## config.mk

```make
export PLATFORM = sky130hd
export DESIGN_NAME = truth_table_sweeper_flat
export DESIGN_NICKNAME = d
export VERILOG_FILES = /design/src/rtl/truth_table_sweeper_if.sv /design/src/rtl/truth_table_sweeper.sv /design/src/flat_wrapper.sv
export SDC_FILE = /design/constraint.sdc
export NUM_CORES = 1
export LEC_CHECK = 0
export BUFFER_PORTS_ARGS = -buffer_cell sky130_fd_sc_hd__buf_2
export CAP_MARGIN = 20
export CORE_MARGIN = 4
export CORE_UTILIZATION = 59
export DETAILED_ROUTE_END_ITERATION = 16
export PLACE_DENSITY = 0.83
export SLEW_MARGIN = 25
export SYNTH_ARGS = -nofsm -noshare
export SYNTH_HDL_FRONTEND = slang
export SYNTH_SLANG_ARGS = --single-unit
```

## constraint.sdc

```tcl
create_clock -name clk -period 3.89 [get_ports clk]
set_input_delay 0.778 -clock clk [delete_from_list [all_inputs] [get_ports clk]]
set_output_delay 0.778 -clock clk [all_outputs]
set_load 0.03 [all_outputs]
```

## src/rtl/truth_table_sweeper_if.sv

```systemverilog
// truth_table_sweeper_if: control, stimulus and result signals between a sweeper and its user
interface truth_table_sweeper_if;
    logic       start;
    logic       abort;
    logic       f_in;
    logic       a;
    logic       b;
    logic       c;
    logic       busy;
    logic       done;
    logic       pass;
    logic [7:0] table_out;
    logic [3:0] mismatch_count;
    modport master (
        output start, abort, f_in,
        input  a, b, c, busy, done, pass, table_out, mismatch_count
    );
    modport slave (
        input  start, abort, f_in,
        output a, b, c, busy, done, pass, table_out, mismatch_count
    );
endinterface

```

## src/rtl/truth_table_sweeper.sv

```systemverilog
// truth_table_sweeper: drives a 3-input function through all 8 vectors, captures its
// truth table and compares it against EXPECTED.
module truth_table_sweeper #(
    parameter int         SETTLE_CYCLES = 2,
    parameter logic [7:0] EXPECTED      = 8'h00
) (
    input  logic                 clk,
    input  logic                 rst_n,
    truth_table_sweeper_if.slave bus
);
    typedef enum logic [1:0] {IDLE, SETTLE, SAMPLE, DONE} state_e;

    state_e     state_q, state_d;
    logic [2:0] idx_q, idx_d;
    logic [3:0] cnt_q, cnt_d;
    logic [2:0] abc_q, abc_d;
    logic [7:0] table_q, table_d;
    logic [3:0] mm_q, mm_d;
    logic       pass_q, pass_d;
    logic       done_q, done_d;
    logic       busy_q, busy_d;

    always_ff @(posedge clk or negedge rst_n) begin
        if (!rst_n) begin
            state_q <= IDLE;
            idx_q   <= '0;
            cnt_q   <= '0;
            abc_q   <= '0;
            table_q <= '0;
            mm_q    <= '0;
            pass_q  <= 1'b0;
            done_q  <= 1'b0;
            busy_q  <= 1'b0;
        end else begin
            state_q <= state_d;
            idx_q   <= idx_d;
            cnt_q   <= cnt_d;
            abc_q   <= abc_d;
            table_q <= table_d;
            mm_q    <= mm_d;
            pass_q  <= pass_d;
            done_q  <= done_d;
            busy_q  <= busy_d;
        end
    end

    always_comb begin
        state_d = state_q;
        idx_d   = idx_q;
        cnt_d   = cnt_q;
        abc_d   = abc_q;
        table_d = table_q;
        mm_d    = mm_q;
        pass_d  = pass_q;
        done_d  = 1'b0;
        // abort outranks the SAMPLE capture and clears all results
        if (bus.abort && (state_q == SETTLE || state_q == SAMPLE)) begin
            state_d = IDLE;
            idx_d   = '0;
            cnt_d   = '0;
            abc_d   = '0;
            table_d = '0;
            mm_d    = '0;
            pass_d  = 1'b0;
        end else begin
            case (state_q)
                IDLE: if (bus.start) begin
                    state_d = SETTLE;
                    idx_d   = '0;
                    cnt_d   = '0;
                    abc_d   = '0;
                    table_d = '0;
                    mm_d    = '0;
                    pass_d  = 1'b0;
                end
                SETTLE: begin
                    state_d = (cnt_q == 4'(SETTLE_CYCLES - 1)) ? SAMPLE : SETTLE;
                    cnt_d   = cnt_q + 4'd1;
                end
                SAMPLE: begin
                    table_d[idx_q] = bus.f_in;
                    mm_d           = mm_q + 4'(bus.f_in != EXPECTED[idx_q]);
                    if (idx_q == 3'd7) begin
                        state_d = DONE;
                        pass_d  = (mm_d == 4'd0);
                        done_d  = 1'b1;
                    end else begin
                        state_d = SETTLE;
                        idx_d   = idx_q + 3'd1;
                        abc_d   = idx_q + 3'd1;
                        cnt_d   = '0;
                    end
                end
                default: state_d = IDLE;
            endcase
        end
        busy_d = (state_d == SETTLE) || (state_d == SAMPLE);
    end

    assign {bus.a, bus.b, bus.c} = abc_q;
    assign bus.busy              = busy_q;
    assign bus.done              = done_q;
    assign bus.pass              = pass_q;
    assign bus.table_out         = table_q;
    assign bus.mismatch_count    = mm_q;
endmodule

```

## src/flat_wrapper.sv

```systemverilog
// flat-port wrapper written by rule: the top's interface ports become plain ports
module truth_table_sweeper_flat 
#(
    parameter int         SETTLE_CYCLES = 2,
    parameter logic [7:0] EXPECTED      = 8'h00
)
  (clk, rst_n, bus_start, bus_abort, bus_f_in, bus_a, bus_b, bus_c, bus_busy, bus_done, bus_pass, bus_table_out, bus_mismatch_count);
  truth_table_sweeper_if bus_i ();
  input  logic clk;
  input  logic rst_n;
  input wire logic [$bits(bus_i.start)-1:0] bus_start;
  input wire logic [$bits(bus_i.abort)-1:0] bus_abort;
  input wire logic [$bits(bus_i.f_in)-1:0] bus_f_in;
  output wire logic [$bits(bus_i.a)-1:0] bus_a;
  output wire logic [$bits(bus_i.b)-1:0] bus_b;
  output wire logic [$bits(bus_i.c)-1:0] bus_c;
  output wire logic [$bits(bus_i.busy)-1:0] bus_busy;
  output wire logic [$bits(bus_i.done)-1:0] bus_done;
  output wire logic [$bits(bus_i.pass)-1:0] bus_pass;
  output wire logic [$bits(bus_i.table_out)-1:0] bus_table_out;
  output wire logic [$bits(bus_i.mismatch_count)-1:0] bus_mismatch_count;
  assign bus_i.start = bus_start;
  assign bus_i.abort = bus_abort;
  assign bus_i.f_in = bus_f_in;
  assign bus_a = bus_i.a;
  assign bus_b = bus_i.b;
  assign bus_c = bus_i.c;
  assign bus_busy = bus_i.busy;
  assign bus_done = bus_i.done;
  assign bus_pass = bus_i.pass;
  assign bus_table_out = bus_i.table_out;
  assign bus_mismatch_count = bus_i.mismatch_count;
  truth_table_sweeper #(.SETTLE_CYCLES(SETTLE_CYCLES), .EXPECTED(EXPECTED)) u_core (.clk(clk), .rst_n(rst_n), .bus(bus_i));
endmodule
```

; Word level (Yosys, flattened, before mapping)
; Memories as Yosys holds them, arrays and structs flattened.
; Index checks and enable logic that the tools add are counted.
; Widths: inputs -> output; s select.
[totals]
register_bits = 24
mem_bits_ro = 8
inputBits = 5
output_inout_bits = 18
word_cells = 65
n_memories = 1
[mem_list]
columns = name, depth, width, read_ports, rd_ports_with_merged_regs, write_ports, line_no
row1 = (no name shown), 8, 1, 1, 0, 0, truth_table_sweeper.sv:82  ; mm_d = mm_q + 4'(bus.f_in != EXPECTED[idx_q]);
[classes]
n_addsub = 3
magnitude_cmp = 2
n_eq_ne = 10
mux = 29
reduce_logical = 12
[ops]
columns = op, count
row1 = $mux 4, 4
row2 = $mux 8, 2
row3 = $pmux 8 s2, 1
row4 = $pmux 4 s3, 1
row5 = $mux 3, 3
row6 = $reduce_and 3->1, 3
row7 = $bwmux 8, 1
row8 = $mux 1, 8
row9 = $mux 2, 4
row10 = $pmux 4 s2, 1
row11 = $ne 3x3->1 const B, 2
row12 = $pmux 2 s3, 1
row13 = $pmux 3 s2, 1
row14 = $add 4x1->4, 1
row15 = $add 4x1->4 const B, 1
row16 = $eq 2x1->1 const B, 2
row17 = $eq 2x2->1 const B, 2
row18 = $eq 4x1->1 const B, 1
row19 = $logic_not 4->1, 1
row20 = $lt 3x4->1 const B, 1
row21 = $reduce_bool 4->1, 1
row22 = $add 3x1->3 const B, 1
row23 = $demux 1 s3, 1
row24 = $eq 3x3->1 const B, 1
row25 = other kinds (9), 11

; Logic depth before layout (Yosys ltp)
[logic_depth]
depth_word = 8
ltp_mapped = 7

; Least setup slack after synthesis
; Ideal clock, no wire load.
[synth_timing]
path_type = input to register
startpoint = input port bus_f_in
endpoint = register u_core.pass_q (netlist: u_core.bus.pass)
setup_ps = 92
t_arrival_ps = 1917
t_required_ps = 3798
path_slack_ps = 1882
cell_stages = 4
n_path_buf = 0
cell_sequence = ha_1 ha_1 or4_1 o31ai_2
[synth_between]
elab_chain_len = 6
[synth_rtl]
columns = element, line_no
row1 = start: declaration, flat_wrapper.sv:13  ; input wire logic [$bits(bus_i.f_in)-1:0] bus_f_in;
row2 = $ne 1x1->1, truth_table_sweeper.sv:82
row3 = $add 4x1->4, truth_table_sweeper.sv:82
row4 = $logic_not 4->1, truth_table_sweeper.sv:85  ; pass_d = (mm_d == 4'd0);
row5 = $mux 1, truth_table_sweeper.sv:83  ; if (idx_q == 3'd7) begin
row6 = $pmux 1 s2, truth_table_sweeper.sv:66  ; case (state_q)
row7 = $mux 1, truth_table_sweeper.sv:57  ; if (bus.abort && (state_q == SETTLE || state_q == SAMPLE)) begin
row8 = end signal: assignment, truth_table_sweeper.sv:41  ; pass_q <= pass_d;
row9 = end: declaration, truth_table_sweeper.sv:19  ; logic pass_q, pass_d;
; No other way between the ends. The select of a mux whose other input is x is not followed.
; A chain may end at the register's enable or synchronous reset.

; Final worst setup path
[layout_timing]
startpoint = register u_core.state_q[1]
endpoint = register u_core.pass_q (netlist: u_core.bus.pass)
[layout_between]
elab_chain_len = 5
[layout_rtl]
columns = element, line_no
row1 = start: declaration, truth_table_sweeper.sv:13  ; state_e state_q, state_d;
row2 = start signal: assignment, truth_table_sweeper.sv:35  ; state_q <= state_d;
row3 = $eq 2x1->1 or $eq 2x2->1 (tied branches), "truth_table_sweeper.sv:57, truth_table_sweeper.sv:66"
row4 = $logic_or 1x1->1, truth_table_sweeper.sv:57
row5 = $logic_and 1x1->1, truth_table_sweeper.sv:57
row6 = $ne 3x3->1 (no line) (tied with other cells), n/a
row7 = $reduce_and 3->1 (no line), n/a
; Several ways; a longest one is shown, not always the timed one.

==> flow_summary.json <==
{
  "synth-xor-area-share": 0.01282,
  "final_nets": 177,
  "dp_hpwl_um": 2168,
  "synthAdderAreaFrac": 0.1007,
  "clk_path_buf_depth": 2,
  "routed_wirelength_um": 2888,
  "p_total_uw": 848.9,
  "cts_resized": 0,
  "fin_setup_tns_ns": 0,
  "post_drt_wl_per_cell_um": 15.36,
  "area_growth_pct": 12.09,
  "synthCells": 138,
  "maxSlewViolCount": 0,
  "max_slew.worst_pin.slew_ns": 0.5453,
  "port_buffers": 22,
  "rows": 17,
  "ys_types": 36,
  "synth_top_family_by_area": "compound AO/OA/AOI/OAI gates",
  "ys_warn_count": 0,
  "root_buffer": "clkbuf_4",
  "max_freq_ghz": 0.4647,
  "synth_mux_area_frac": 0.01648,
  "antennaDiodeCount": 0,
  "post-route-min-period_ns": 2.152,
  "die_h_um": 56.12,
  "crit_path_max_fanout": 15,
  "drt_first_pass_iters": 4,
  "core-area_um2": 2212,
  "num_vias": 1131,
  "grt_max_degree": 25,
  "timing.max_cap.violations": 0,
  "cts_sinks": 24,
  "setup_viol_count_final": 0,
  "synth_top_area_cell": "dfrtp_1",
  "die_area_um2": 3149,
  "yosysTopAreaCellShare": 0.4396,
  "die_w_um": 56.12,
  "final_hold_viol_count": 0,
  "grt_first_pass_wirelength_um": 5057,
  "synth_edf_count": 0,
  "synth-compound-area-share": 0.2509,
  "clk_pin_slew_ns": 0.14,
  "cts.htree.levels": 1,
  "drt.antenna.violating_nets": 0,
  "crit_type": "register to register",
  "viasPerCell": 6.016,
  "synth_seq_area_share": 0.4396,
  "postCtsHoldBufs": 0,
  "rsz0062_at_grt": "no",
  "post-route-drc-count": 0,
  "post-cts-setup-buffer-count": 0,
  "finalCritPeriodShare": 0.5532,
  "drt_iter0_drc": 34,
  "synth-simple-area-share": 0.1511,
  "p_leak_nw": 0.7776,
  "grt_pass1_vias": 1102,
  "powerDensity_nw_per_um2": 554.3,
  "start_util": 0.6176,
  "arrival_ns": 2.38,
  "final_layout_size_suffix_gt1_frac": 0.1938,
  "crit_required_ns": 4.12,
  "ir_drop_mv": 0.4112,
  "ys_ff_latch": 24,
  "max-slew-margin-rel": 0.6365,
  "hp-class": "input pin to asynchronous set/reset pin",
  "cts_buffers": 3,
  "antenna_found_initial": 0,
  "status": "finished clean",
  "synth_fp_nets": 154,
  "synth_flop_cell": "dfrtp_1",
  "avgSynthCellArea_um2": 9.901,
  "cp-end-kind": "register",
  "crit_path_start_kind": "register",
  "gp_congestion": 0.7828,
  "synth_area_um2": 1366,
  "synthArstFlopShare": 1.000,
  "grt_usage": 0.1962,
  "insertion_delay_ns": 0.32,
  "ys_top_cells_by_area": "dfrtp_1 (44%), ha_1 (10%), o21ai_1 (5.5%), a22o_1 (3.8%), nor2_1 (3.0%)",
  "grt-ovfl-total": 0,
  "skew_ns": 0.01363,
  "ios": 23,
  "cts_tree": "done"
}
==> critical path: stages (launching register included) <==
cell and delay [ns]:
dfrtp_1 0.44, inv_1 0.10, ha_1 0.36, nand2_1 0.13
o21a_1 0.30, or4_1 0.55, o31ai_2 0.18
==> report_power, final <==
part           internal (mW)  switching, mW  leakage [nW]
Clock                 0.0572         0.0758        0.0210
Sequential             0.281         0.0380         0.329
Combinational          0.149          0.247         0.427
==> stage by stage <==
step	area [um2]	util	setup slack, ns	hold WS [ns]	cells
finish	1531	0.6923	1.738	0.4223	188
global route	1531	0.6923	1.538	0.4479	188
CTS	1531	0.6923	1.747	0.4324	188
detailed placement	1495	0.6759	1.710	0.4787	184
global placement	1495	0.6759	1.741	0.4671	184
floorplan	1366	-	1.882	0.4824	138
==> layer usage <==
layer,GRT usage,wire length (um),vias to the layer above
li1,-,-,556
met1,0.2602,1329,544
met2,0.3339,1406,29
met3,0.03248,136,2
met4,0.04407,16,0
met5,0,0,-
==> placed cells by master, fill, tap and decap left out <==
master    synthesis  layout
a311o_1           1       1
nand3_1           3       3
a21boi_1          3       3
o21ai_0           1       1
inv_1             6       6
mux2_1            1       1
a31oi_1           4       4
nand2_1           9       9
xnor2_1           1       1
clkbuf_8          0       1
a21o_1            1       1
a21oi_1           2       2
a21bo_2           2       2
nor2b_1           2       2
mux2_2            1       1
nor4_1            1       1
a221oi_1          1       1
a21boi_0          1       1
xor2_1            1       1
and3_1            1       1
nand2b_1          6       6
nor3b_1           1       1
nor2b_4           1       1
o31ai_1           5       5
or4_1             1       1
nor3_1            3       3
ha_1             11      11
o21ai_1          15      15
a22o_1            6       6
o31ai_2           1       1
o21a_1            3       3
dfrtp_1          24      24
nor4bb_1          1       1
clkbuf_4          0       3
o41ai_1           3       3
nor2_1           11      11
buf_2             1      22
==> cells in the mapped netlist (2+ instances only) <==
cell type	instances
o21ai_1	15
dfrtp_1	24
nand2b_1	6
a31oi_1	4
a22o_1	6
o41ai_1	3
nor3_1	3
nor2b_1	2
a21oi_1	2
o21a_1	3
a21bo_2	2
nand2_1	9
clkbuf_1	3
nand3_1	3
a21boi_1	3
inv_1	6
o31ai_1	5
ha_1	11
nor2_1	11
==> kinds of logic (layout without fill, tap and decap cells) <==
logic type,count (synthesis),after routing
simple gates,40,40
mux,2,2
buf+inv,10,32
compound gates,49,49
fa+ha+maj,11,11
xor+xnor,2,2
flops,24,24
==> state kept, by name (all words and copies together) (netlist names) <==
name                       flops
u_core.cnt_q                   4
u_core.bus.busy                1
u_core.bus.table_out           8
u_core.abc_q                   3
u_core.state_q                 2
u_core.bus.mismatch_count      4
u_core.bus.done                1
u_core.bus.pass                1
==> final timing paths <==
check,cells past startpoint,endpoint,startpoint,slack (ns)
max,6,u_core.bus.pass,u_core.state_q[1],1.74
min,1,u_core.bus.table_out[6],rst_n,0.42
max reg2reg,6,u_core.bus.pass,u_core.state_q[1],1.74
min reg2reg,2,u_core.bus.table_out[0],u_core.bus.table_out[0],0.51
max in group asynchronous,1,u_core.abc_q[2],rst_n,3.10
min in group clk,2,u_core.bus.table_out[0],u_core.bus.table_out[0],0.51
==> layout make-up <==
cell class | count | area (um2)
multi-input combinational | 104 | 726.9
fill | 182 | 680.7
sequential | 24 | 600.6
timing repair buffer | 22 | 110.1
clock buffer | 4 | 36.28
tap | 28 | 35.03
inverter | 6 | 22.52
Power figures use the tool's default switching activity.
